--- config.mk ---
export PLATFORM = sky130hd
export DESIGN_NAME = dual_port_ram_param
export DESIGN_NICKNAME = d
export VERILOG_FILES = /design/src/rtl/dpram_pkg.sv /design/src/rtl/dual_port_ram_param_init_ctrl.sv /design/src/rtl/dual_port_ram_param.sv
export SDC_FILE = /design/constraint.sdc
export NUM_CORES = 1
export LEC_CHECK = 0
export BUFFER_PORTS_ARGS = -buffer_cell sky130_fd_sc_hd__buf_2
export CAP_MARGIN = 0
export CORE_ASPECT_RATIO = 0.7
export CORE_MARGIN = 1
export CORE_UTILIZATION = 50
export CTS_CLUSTER_DIAMETER = 200
export CTS_CLUSTER_SIZE = 20
export DETAILED_ROUTE_END_ITERATION = 10
export GPL_TIMING_DRIVEN = 0
export HOLD_SLACK_MARGIN = 0.08
export MAX_ROUTING_LAYER = met4
export PLACE_DENSITY = 0.73
export SLEW_MARGIN = 20
export SYNTH_ARGS = -nofsm -noshare
export SYNTH_HDL_FRONTEND = slang
export SYNTH_HIERARCHICAL = 1
export SYNTH_SLANG_ARGS = --single-unit
--- constraint.sdc ---
create_clock -name clk -period 6.05 [get_ports clk]
set_input_delay 0.3025 -clock clk [delete_from_list [all_inputs] [get_ports clk]]
set_output_delay 0.3025 -clock clk [all_outputs]
set_load 0.1 [all_outputs]
--- src/rtl/dpram_pkg.sv ---
// Shared constants and the init-sequencer state type for the parametrised dual-port RAM.
package dpram_pkg;

    localparam int unsigned COLL_A_WINS = 0;
    localparam int unsigned COLL_B_WINS = 1;
    localparam int unsigned COLL_DROP   = 2;

    localparam int unsigned RD_OLD = 0;
    localparam int unsigned RD_NEW = 1;

    typedef enum logic [1:0] {
        IDLE  = 2'd0,
        CLEAR = 2'd1,
        READY = 2'd2
    } init_state_t;

endpackage

--- src/rtl/dual_port_ram_param_init_ctrl.sv ---
// Post-reset clear sequencer: walks every address once, writing zero, then releases the ports.
module dpram_init_ctrl
    import dpram_pkg::*;
#(
    parameter int unsigned ADDR_W = 2
) (
    input  logic              clk,
    input  logic              rst,
    output logic              clear_we,
    output logic [ADDR_W-1:0] clear_addr,
    output logic              init_busy
);

    init_state_t       state, state_next;
    logic [ADDR_W-1:0] cnt, cnt_next;

    always_ff @(posedge clk) begin
        if (rst) begin
            state <= IDLE;
            cnt   <= '0;
        end else begin
            state <= state_next;
            cnt   <= cnt_next;
        end
    end

    // IDLE already clears address 0 on the first cycle out of reset, so the
    // whole clear spans exactly DEPTH cycles after rst falls.
    always_comb begin
        state_next = state;
        cnt_next   = cnt;
        clear_we   = 1'b0;
        clear_addr = cnt;
        init_busy  = 1'b1;
        case (state)
            IDLE: begin
                clear_we   = ~rst;
                state_next = CLEAR;
                cnt_next   = ADDR_W'(1);
            end
            CLEAR: begin
                clear_we = ~rst;
                cnt_next = cnt + 1'b1;
                if (cnt == '1) begin
                    state_next = READY;
                end
            end
            READY: begin
                init_busy = 1'b0;
            end
            default: begin
                state_next = IDLE;
            end
        endcase
    end

endmodule

--- src/rtl/dual_port_ram_param.sv ---
// True dual-port RAM with selectable read latency, write-write collision policy,
// read-during-write mode, post-reset clear and a saturating collision counter.
module dual_port_ram_param
    import dpram_pkg::*;
#(
    parameter int unsigned DATA_W      = 4,
    parameter int unsigned ADDR_W      = 2,
    parameter int unsigned READ_LAT    = 1,
    parameter int unsigned COLL_POLICY = COLL_A_WINS,
    parameter int unsigned RD_MODE     = RD_OLD,
    parameter int unsigned CNT_W       = 8
) (
    input  logic              clk,
    input  logic              rst,
    input  logic              en_A,
    input  logic              R_W_A,
    input  logic [ADDR_W-1:0] address_A,
    input  logic [DATA_W-1:0] data_in_A,
    output logic [DATA_W-1:0] data_out_A,
    output logic              valid_A,
    input  logic              en_B,
    input  logic              R_W_B,
    input  logic [ADDR_W-1:0] address_B,
    input  logic [DATA_W-1:0] data_in_B,
    output logic [DATA_W-1:0] data_out_B,
    output logic              valid_B,
    output logic              init_busy,
    output logic              collision,
    output logic              rw_collision,
    output logic [CNT_W-1:0]  coll_count
);

    localparam int unsigned DEPTH = 2 ** ADDR_W;

    logic [DATA_W-1:0] mem [DEPTH];

    logic              clear_we;
    logic [ADDR_W-1:0] clear_addr;

    dpram_init_ctrl #(
        .ADDR_W (ADDR_W)
    ) u_init (
        .clk        (clk),
        .rst        (rst),
        .clear_we   (clear_we),
        .clear_addr (clear_addr),
        .init_busy  (init_busy)
    );

    // Index 0 is port A, index 1 is port B.
    logic [1:0]             en, rw, acc, wr, rd, commit;
    logic [1:0][ADDR_W-1:0] addr;
    logic [1:0][DATA_W-1:0] din, rdata;
    logic                   same, ww, rw_hit;

    assign en   = {en_B, en_A};
    assign rw   = {R_W_B, R_W_A};
    assign addr = {address_B, address_A};
    assign din  = {data_in_B, data_in_A};

    always_comb begin
        acc    = en & {2{~init_busy & ~rst}};
        wr     = acc & rw;
        rd     = acc & ~rw;
        same   = (addr[0] == addr[1]);
        ww     = wr[0] & wr[1] & same;
        rw_hit = same & ((wr[0] & rd[1]) | (wr[1] & rd[0]));
        commit[0] = wr[0] & ~(ww & (COLL_POLICY != COLL_A_WINS));
        commit[1] = wr[1] & ~(ww & (COLL_POLICY != COLL_B_WINS));
        rdata[0] = (RD_MODE == RD_NEW && wr[1] && same) ? din[1] : mem[addr[0]];
        rdata[1] = (RD_MODE == RD_NEW && wr[0] && same) ? din[0] : mem[addr[1]];
    end

    always_ff @(posedge clk) begin
        if (clear_we) begin
            mem[clear_addr] <= '0;
        end
        if (commit[0]) begin
            mem[addr[0]] <= din[0];
        end
        if (commit[1]) begin
            mem[addr[1]] <= din[1];
        end
    end

    logic [1:0]             src_v;
    logic [1:0][DATA_W-1:0] src_d;

    generate
        if (READ_LAT == 2) begin : g_lat2
            logic [1:0]             s1_v;
            logic [1:0][DATA_W-1:0] s1_d;

            always_ff @(posedge clk) begin
                if (rst) begin
                    s1_v <= '0;
                    s1_d <= '0;
                end else begin
                    s1_v <= rd;
                    s1_d <= rdata;
                end
            end

            assign src_v = s1_v;
            assign src_d = s1_d;
        end else begin : g_lat1
            assign src_v = rd;
            assign src_d = rdata;
        end
    endgenerate

    // Output data only refreshes on a valid result and otherwise holds.
    logic [1:0]             out_v;
    logic [1:0][DATA_W-1:0] out_d;

    always_ff @(posedge clk) begin
        if (rst) begin
            out_v <= '0;
            out_d <= '0;
        end else begin
            out_v <= src_v;
            for (int unsigned p = 0; p < 2; p++) begin
                if (src_v[p]) begin
                    out_d[p] <= src_d[p];
                end
            end
        end
    end

    assign valid_A    = out_v[0];
    assign valid_B    = out_v[1];
    assign data_out_A = out_d[0];
    assign data_out_B = out_d[1];

    always_ff @(posedge clk) begin
        if (rst) begin
            collision    <= 1'b0;
            rw_collision <= 1'b0;
            coll_count   <= '0;
        end else begin
            collision    <= ww;
            rw_collision <= rw_hit;
            if (ww && coll_count != '1) begin
                coll_count <= coll_count + 1'b1;
            end
        end
    end

endmodule
==> flow_metrics.py, run 1 <==
metrics = {
    "outcome": {
        "outcome": "finished, final reports clean",
    },
    "die": {
        "dieWidth_um": 79.2,
        "die-area_sq_um": 4440,
        "core-area_sq_um": 3970,
        "ios": 39,
        "std_cell_rows": 19,
        "initial_utilization_pct": 52.6,
        "fp.dieH_um": 56.1,
    },
    "logic_synthesis": {
        "synth-seq-area-share_pct": 46.0,
        "synth.area.top_cells": "dfxtp_1, edfxtp_1, mux4_2",
        "synth_area_sq_um": 2090,
        "syn_area_per_cell_sq_um": 12.4,
        "yosysTopAreaCell": "dfxtp_1",
        "async_reset_ff_share_pct": 0,
        "synth_top_area_share_pct": 23.0,
        "syn_inst": 168,
        "ys_warn_count": 6,
        "synth_enable_flop_cells": 16,
        "synth_nets": 188,
        "synth_seq_cells": 40,
        "synth_cell_types": 42,
        "synth_ff_type": "dfxtp_1",
    },
    "cts": {
        "ctsResizeCount": 0,
        "cts_tree": "done",
        "clk_pin_slew_ns": 0.07,
        "clock-sinks": 40,
        "cts_hold_buf": 0,
        "cts_setup_buffers": 0,
        "cts-buffers-inserted": 5,
        "cts-root-buf": "clkbuf_8",
        "h-tree-depth": 2,
        "cts_buffer_depth": 2,
        "clk_latency_ns": 0.28,
    },
    "pwr": {
        "p_switching_w": 0.000116,
        "powerDensity_nw_per_um2": 212,
        "swShare_pct": 22.7,
        "seqPwrFrac_pct": 56.7,
        "p_comb_share_pct": 8.5,
        "p_leak_nw": 0.864,
        "p_int_w": 0.000395,
        "peakVddDrop_mv": 0.137,
        "clkPwrFrac_pct": 34.9,
    },
    "setup_path": {
        "crit_path_end_kind": "flop",
        "crit_fanout": 8,
        "crit_chain": "nand2b_1 > nand4bb_1 > nor3_4 > nor4b_4 > a311o_1",
        "r2r_start": "u_init/state[1]",
        "critical_path.startpoint": "u_init/state[1]",
        "cp.depth": 5,
        "critPathKind": "flop to flop",
        "cpPeakStageDelay_ns": 0.45,
        "path_delay_family": "simple AND/OR/NAND/NOR gates",
        "arrival_ns": 2.32,
        "start_kind": "flop",
        "r2r_cells": 5,
        "cp_slowest_cell": "nor3_4",
        "cp_num_buf_inv": 0,
        "required_ns": 6.07,
    },
    "route": {
        "via_count": 1578,
        "vias_per_cell": 6.02,
        "wl_per_cell_um": 17.8,
        "drc": 0,
        "drtIter0Drc": 94,
        "firstDrtPassIters": 4,
        "drt-total-wl_um": 4670,
        "final_antenna_net_count": 0,
    },
    "grt": {
        "antenna_found_initial": 0,
        "grt_max_degree": 13,
        "overflow": 0,
        "track_usage_pct": 24.0,
        "first_global_vias": 1556,
        "grt_pass1_wl_um": 7680,
    },
    "timing": {
        "setup_viol": 0,
        "hold_viol_final": 0,
        "fmax_mhz": 435,
        "fin_crit_sh_pct": 38.0,
        "slew_headroom_pct": 40.3,
        "finalCriticalPeriod_ns": 2.30,
        "setup_tns_ns": 0,
        "clock_skew_ns": 0.00380,
        "tightestPinTransition_ns": 0.894,
        "rsz0062_at_grt": "false",
        "maxSlewViolCount": 0,
    },
    "placed_design": {
        "io_buffer_count": 34,
        "dp.final_hpwl_um": 3660,
        "place_congestion": 0.818,
        "place_inst": 254,
    },
    "finish": {
        "fill_cells": 326,
        "multi_input_area_sq_um": 1070,
        "area_growth_pct": 15.7,
        "final-seq-area_sq_um": 961,
        "stdcell_count": 262,
        "diodes": 0,
        "finish.net_count": 229,
        "drive_gt1_share_pct": 32.4,
    },
    "worst_hold_path": {
        "hold_depth": 2,
        "min_path_type": "primary input to flop",
        "min_from": "rst",
    },
    "flow_run": {
        "maxCapViolCount": 0,
    },
}
## cells by family after synthesis
kind of cell               share of synthesized area (%)
AOI/OAI and AO/OA                                   14.3
xor gates and xnor gates                            2.40
adders and majority gates                           1.20
buffers and inverters                               2.46
DFF                                                 46.0
muxes                                               12.5
and+or+nand+nor                                     21.1
## per-stage QoR
step           total power (W)  worst slack (ns)  hold WS, ns  utilization [%]  area, sq um
6_report              0.000511              3.75        0.301             60.8         2410
5_1_grt               0.000536              3.59        0.297             60.8         2410
4_1_cts               0.000516              3.74        0.291             60.8         2410
3_5_place_dp          0.000339              3.75        0.476             58.5         2320
3_3_place_gp          0.000335              3.86        0.466             58.5         2320
2_1_floorplan         0.000323              3.33        0.372                -         2090
## cell usage in the layout, fill, tap and decap left out, drive strengths merged, types with 3 or more instances in the layout
master,Yosys,final
buf,5,39
dfxtp,24,24
a22o,16,16
edfxtp,16,16
nor2,13,13
a21oi,10,10
mux4,8,8
mux2i,8,8
clkbuf,1,7
nand3,5,5
nor3,5,5
nand2,4,4
a311o,4,4
inv,4,4
o31ai,4,4
nor4b,4,4
or4,3,3
or3,3,3
nand3b,3,3
o21ai,3,3
nand4,3,3
## Yosys cell counts (4+ instances only)
cell and number:
a21oi_1 10, a22o_1 16, a311o_1 4, dfxtp_1 24
edfxtp_1 16, inv_1 4, mux2i_1 8, mux4_2 8
nand2_1 4, nand3_1 5, nor2_1 12, o31ai_1 4
## power groups by stage
stage          Sequential (W)  Combinational, W  Clock (W)
2_1_floorplan        0.000294         0.0000291          0
3_3_place_gp         0.000294         0.0000411          0
3_5_place_dp         0.000296         0.0000432          0
4_1_cts              0.000289         0.0000432   0.000184
5_1_grt              0.000290         0.0000467   0.000199
6_report             0.000290         0.0000432   0.000178
## per-layer routing
| layer | up-vias | routed length, um | GRT usage (%) |
|---|---|---|---|
| met5 | - | 0 | - |
| met4 | 0 | 29 | 5.45 |
| met3 | 4 | 368 | 6.89 |
| met2 | 65 | 2060 | 34.9 |
| met1 | 754 | 2210 | 33.3 |
| li1 | 755 | - | - |
## final cells by class
type	instances	share of cell area, %
multi-input combinational	118	44.5
sequential	40	39.8
timing repair buffer	34	7.05
clock buffer	6	3.42
tap	52	2.69
buffer	6	1.50
inverter	4	0.622
clock inverter	2	0.415
## final timing paths
kind                           to  slack, ns
setup / recovery        mem[1][2]       3.75
hold / removal    u_init/state[1]       0.30
setup reg to reg        mem[1][2]       3.75
hold reg to reg     data_out_A[0]       0.49
## registers in the layout, summed over array words and instances (netlist names)
name / count
coll_count: 8
collision: 1
data_out_A: 4
data_out_B: 4
mem: 16
out_v: 2
rw_collision: 1
u_init/clear_addr: 2
u_init/state: 2
(Power assumes the default switching activity.)
==> inputs of run 2 (changes only) <==
ABC_AREA = 1   (was default)
PLACE_DENSITY = 0.76   (was 0.73)
clock period = 2 ns   (was 6.05 ns; I/O delays follow)
==> run 2 against run 1 <==
Against the previous run: worst setup slack got worse by 3.6 ns; clock-buffer cell count rose by 2; cell area rose by 5.8%; synthesized cell count is 60% higher; routed wire length increased by 6.5%; core utilization up 2.7 points; synthesized area up 2.6%; sequential power grew to 3.0 times the previous value; largest power group unchanged; first-iteration DRC count rose by 120%; clock power rose to 3.8 times the previous value.
==> flow_metrics.py, run 2 <==
metrics = {
    "grt": {
        "grt_pass1_wl_um": 8160,
        "overflow": 0,
        "track_usage_pct": 24.6,
        "grt_max_degree": 13,
        "antenna_found_initial": 0,
        "first_global_vias": 1767,
    },
    "logic_synthesis": {
        "ys_top_cells_by_count": "nand2_1, inv_1, dfxtp_1",
        "synth_enable_flop_cells": 16,
        "async_reset_ff_share_pct": 0,
        "synth_nets": 289,
        "synth_ff_type": "dfxtp_1",
        "synth-xor-area-share_pct": 1.23,
        "ys_warn_count": 6,
        "synth_simple_gate_area_share_pct": 28.9,
        "synth_seq_cells": 40,
        "synth_cell_types": 26,
        "synth-compound-area-share_pct": 16.0,
        "synth_top_area_share_pct": 22.4,
        "yosysTopAreaCell": "dfxtp_1",
        "syn_inst": 269,
        "synth.area.top_cells": "dfxtp_1, edfxtp_1, nand2_1",
        "syn_area_per_cell_sq_um": 7.96,
        "synth_area_sq_um": 2140,
        "synthMuxAreaShare_pct": 0,
        "synth-seq-area-share_pct": 44.9,
        "synth-adder-area-share_pct": 1.17,
        "synth_top_family_by_area": "simple AND/OR/NAND/NOR gates",
        "synth.most_common_cell": "nand2_1",
    },
    "timing": {
        "clock_skew_ns": 0.00464,
        "finalCriticalPeriod_ns": 1.89,
        "whs_ns": 0.130,
        "hold_viol_final": 0,
        "fin_crit_sh_pct": 94.5,
        "setup_tns_ns": 0,
        "rsz0062_at_grt": "false",
        "maxSlewViolCount": 0,
        "fmax_mhz": 529,
        "setup_viol": 0,
        "slew_headroom_pct": 67.4,
        "tightestPinTransition_ns": 0.492,
    },
    "cts": {
        "h-tree-depth": 2,
        "clk_latency_ns": 0.29,
        "cts_setup_buffers": 0,
        "cts_buffer_depth": 2,
        "cts-buffers-inserted": 5,
        "clock-sinks": 40,
        "cts-root-buf": "clkbuf_8",
        "cts_tree": "done",
        "ctsResizeCount": 0,
        "clk_pin_slew_ns": 0.08,
    },
    "die": {
        "ios": 39,
        "core-area_sq_um": 4020,
        "die-area_sq_um": 4550,
        "initial_utilization_pct": 53.3,
        "dieWidth_um": 80.2,
        "fp.dieH_um": 56.8,
        "std_cell_rows": 19,
    },
    "finish": {
        "largest_reg_flops": 16,
        "area_growth_pct": 19.2,
        "finish.net_count": 337,
        "diodes": 0,
        "drive_gt1_share_pct": 23.9,
        "fin_util_pct": 63.6,
        "stdcell_count": 370,
        "layout_common_cells": "nand2_1, inv_1, buf_2",
        "largest_register": "mem",
        "fill_cells": 354,
        "reg_top3": "mem (16), coll_count (8)",
        "final_common_cell": "nand2_1",
    },
    "placed_design": {
        "place_inst": 359,
        "io_buffer_count": 38,
        "dp.final_hpwl_um": 3800,
        "place_congestion": 0.902,
    },
    "setup_path": {
        "start_kind": "primary input",
        "crit_path_end_kind": "flop",
        "arrival_ns": 1.83,
        "critPathKind": "primary input to flop",
        "required_ns": 1.94,
        "crit_fanout": 9,
    },
    "route": {
        "drtIter0Drc": 208,
        "vias_per_cell": 5.41,
        "drc": 0,
        "firstDrtPassIters": 6,
        "via_count": 2003,
        "final_antenna_net_count": 0,
        "drt-total-wl_um": 4980,
        "wl_per_cell_um": 13.4,
    },
    "flow_run": {
        "maxCapViolCount": 0,
    },
    "pwr": {
        "p_leak_nw": 1.17,
        "peakVddDrop_mv": 0.408,
        "powerDensity_nw_per_um2": 666,
    },
    "outcome": {
        "outcome": "finished, final reports clean",
    },
    "worst_hold_path": {
        "min_path_type": "primary input to flop",
    },
}
-- run 2: logic make-up after synthesis --
family	count (synthesis)
buffers and inverters	43
XOR/XNOR	3
AND/OR/NAND/NOR	119
flip-flops	40
adder cells (fa/ha/maj)	2
AO/OA/AOI/OAI	62
-- run 2: final cells by class --
class / instances / area, sq um / share of cell area [%]
clock buffer: 8 / 121 / 4.75
sequential: 40 / 963 / 37.7
timing repair buffer: 41 / 220 / 8.62
inverter: 42 / 158 / 6.17
tap: 52 / 65.1 / 2.55
multi-input combinational: 186 / 1010 / 39.7
buffer: 1 / 11.3 / 0.441
-- run 2: final timing paths --
path	startpoint	to	slack, ns	cells past startpoint
max	rst	mem[2][0]	0.11	8
max reg2reg	u_init/state[1]	mem[2][0]	0.17	6
min reg2reg	coll_count[0]	coll_count[0]	0.50	2
min	en_B	out_v[1]	0.13	3
-- run 2: stage by stage --
stage / power, W / area [sq um] / setup slack, ns
global placement: 0.00103 / 2400 / 0.198
floorplan: 0.000983 / 2150 / 0.0206
finish: 0.00170 / 2550 / 0.109
global route: 0.00176 / 2550 / 0.0177
CTS: 0.00171 / 2550 / 0.121
detailed placement: 0.00104 / 2400 / 0.183
-- run 2: metal layers --
layer | share of wire [%] | track usage (%) | vias up
li1 | - | - | 1002
met1 | 48 | 35.7 | 907
met2 | 42 | 33.8 | 87
met3 | 8.4 | 5.69 | 7
met4 | 1.2 | 6.89 | 0
met5 | 0 | - | -
-- run 2: where the power goes --
part / switching, W / internal [W] / total (W) / leakage [nW]
clock network: 0.000284 / 0.000390 / 0.000674 / 0.0627
registers: 0.00000962 / 0.000860 / 0.000870 / 0.332
logic: 0.000104 / 0.0000527 / 0.000157 / 0.772
total: 0.000398 / 0.00130 / 0.00170 / 1.17
-- run 2: critical path, cell delays in order --
cell and delay, ns:
dlygate4sd3_1 0.53, buf_2 0.15, buf_6 0.15, nor2_8 0.11, nand3_2 0.10, inv_2 0.17, nand2_4 0.11, o211ai_1 0.41
-- run 2: timing repair --
item	in CTS	in global routing
hold endpoints to repair	4	0
endpoints found under the setup margin	0	0
hold buffers	3	0
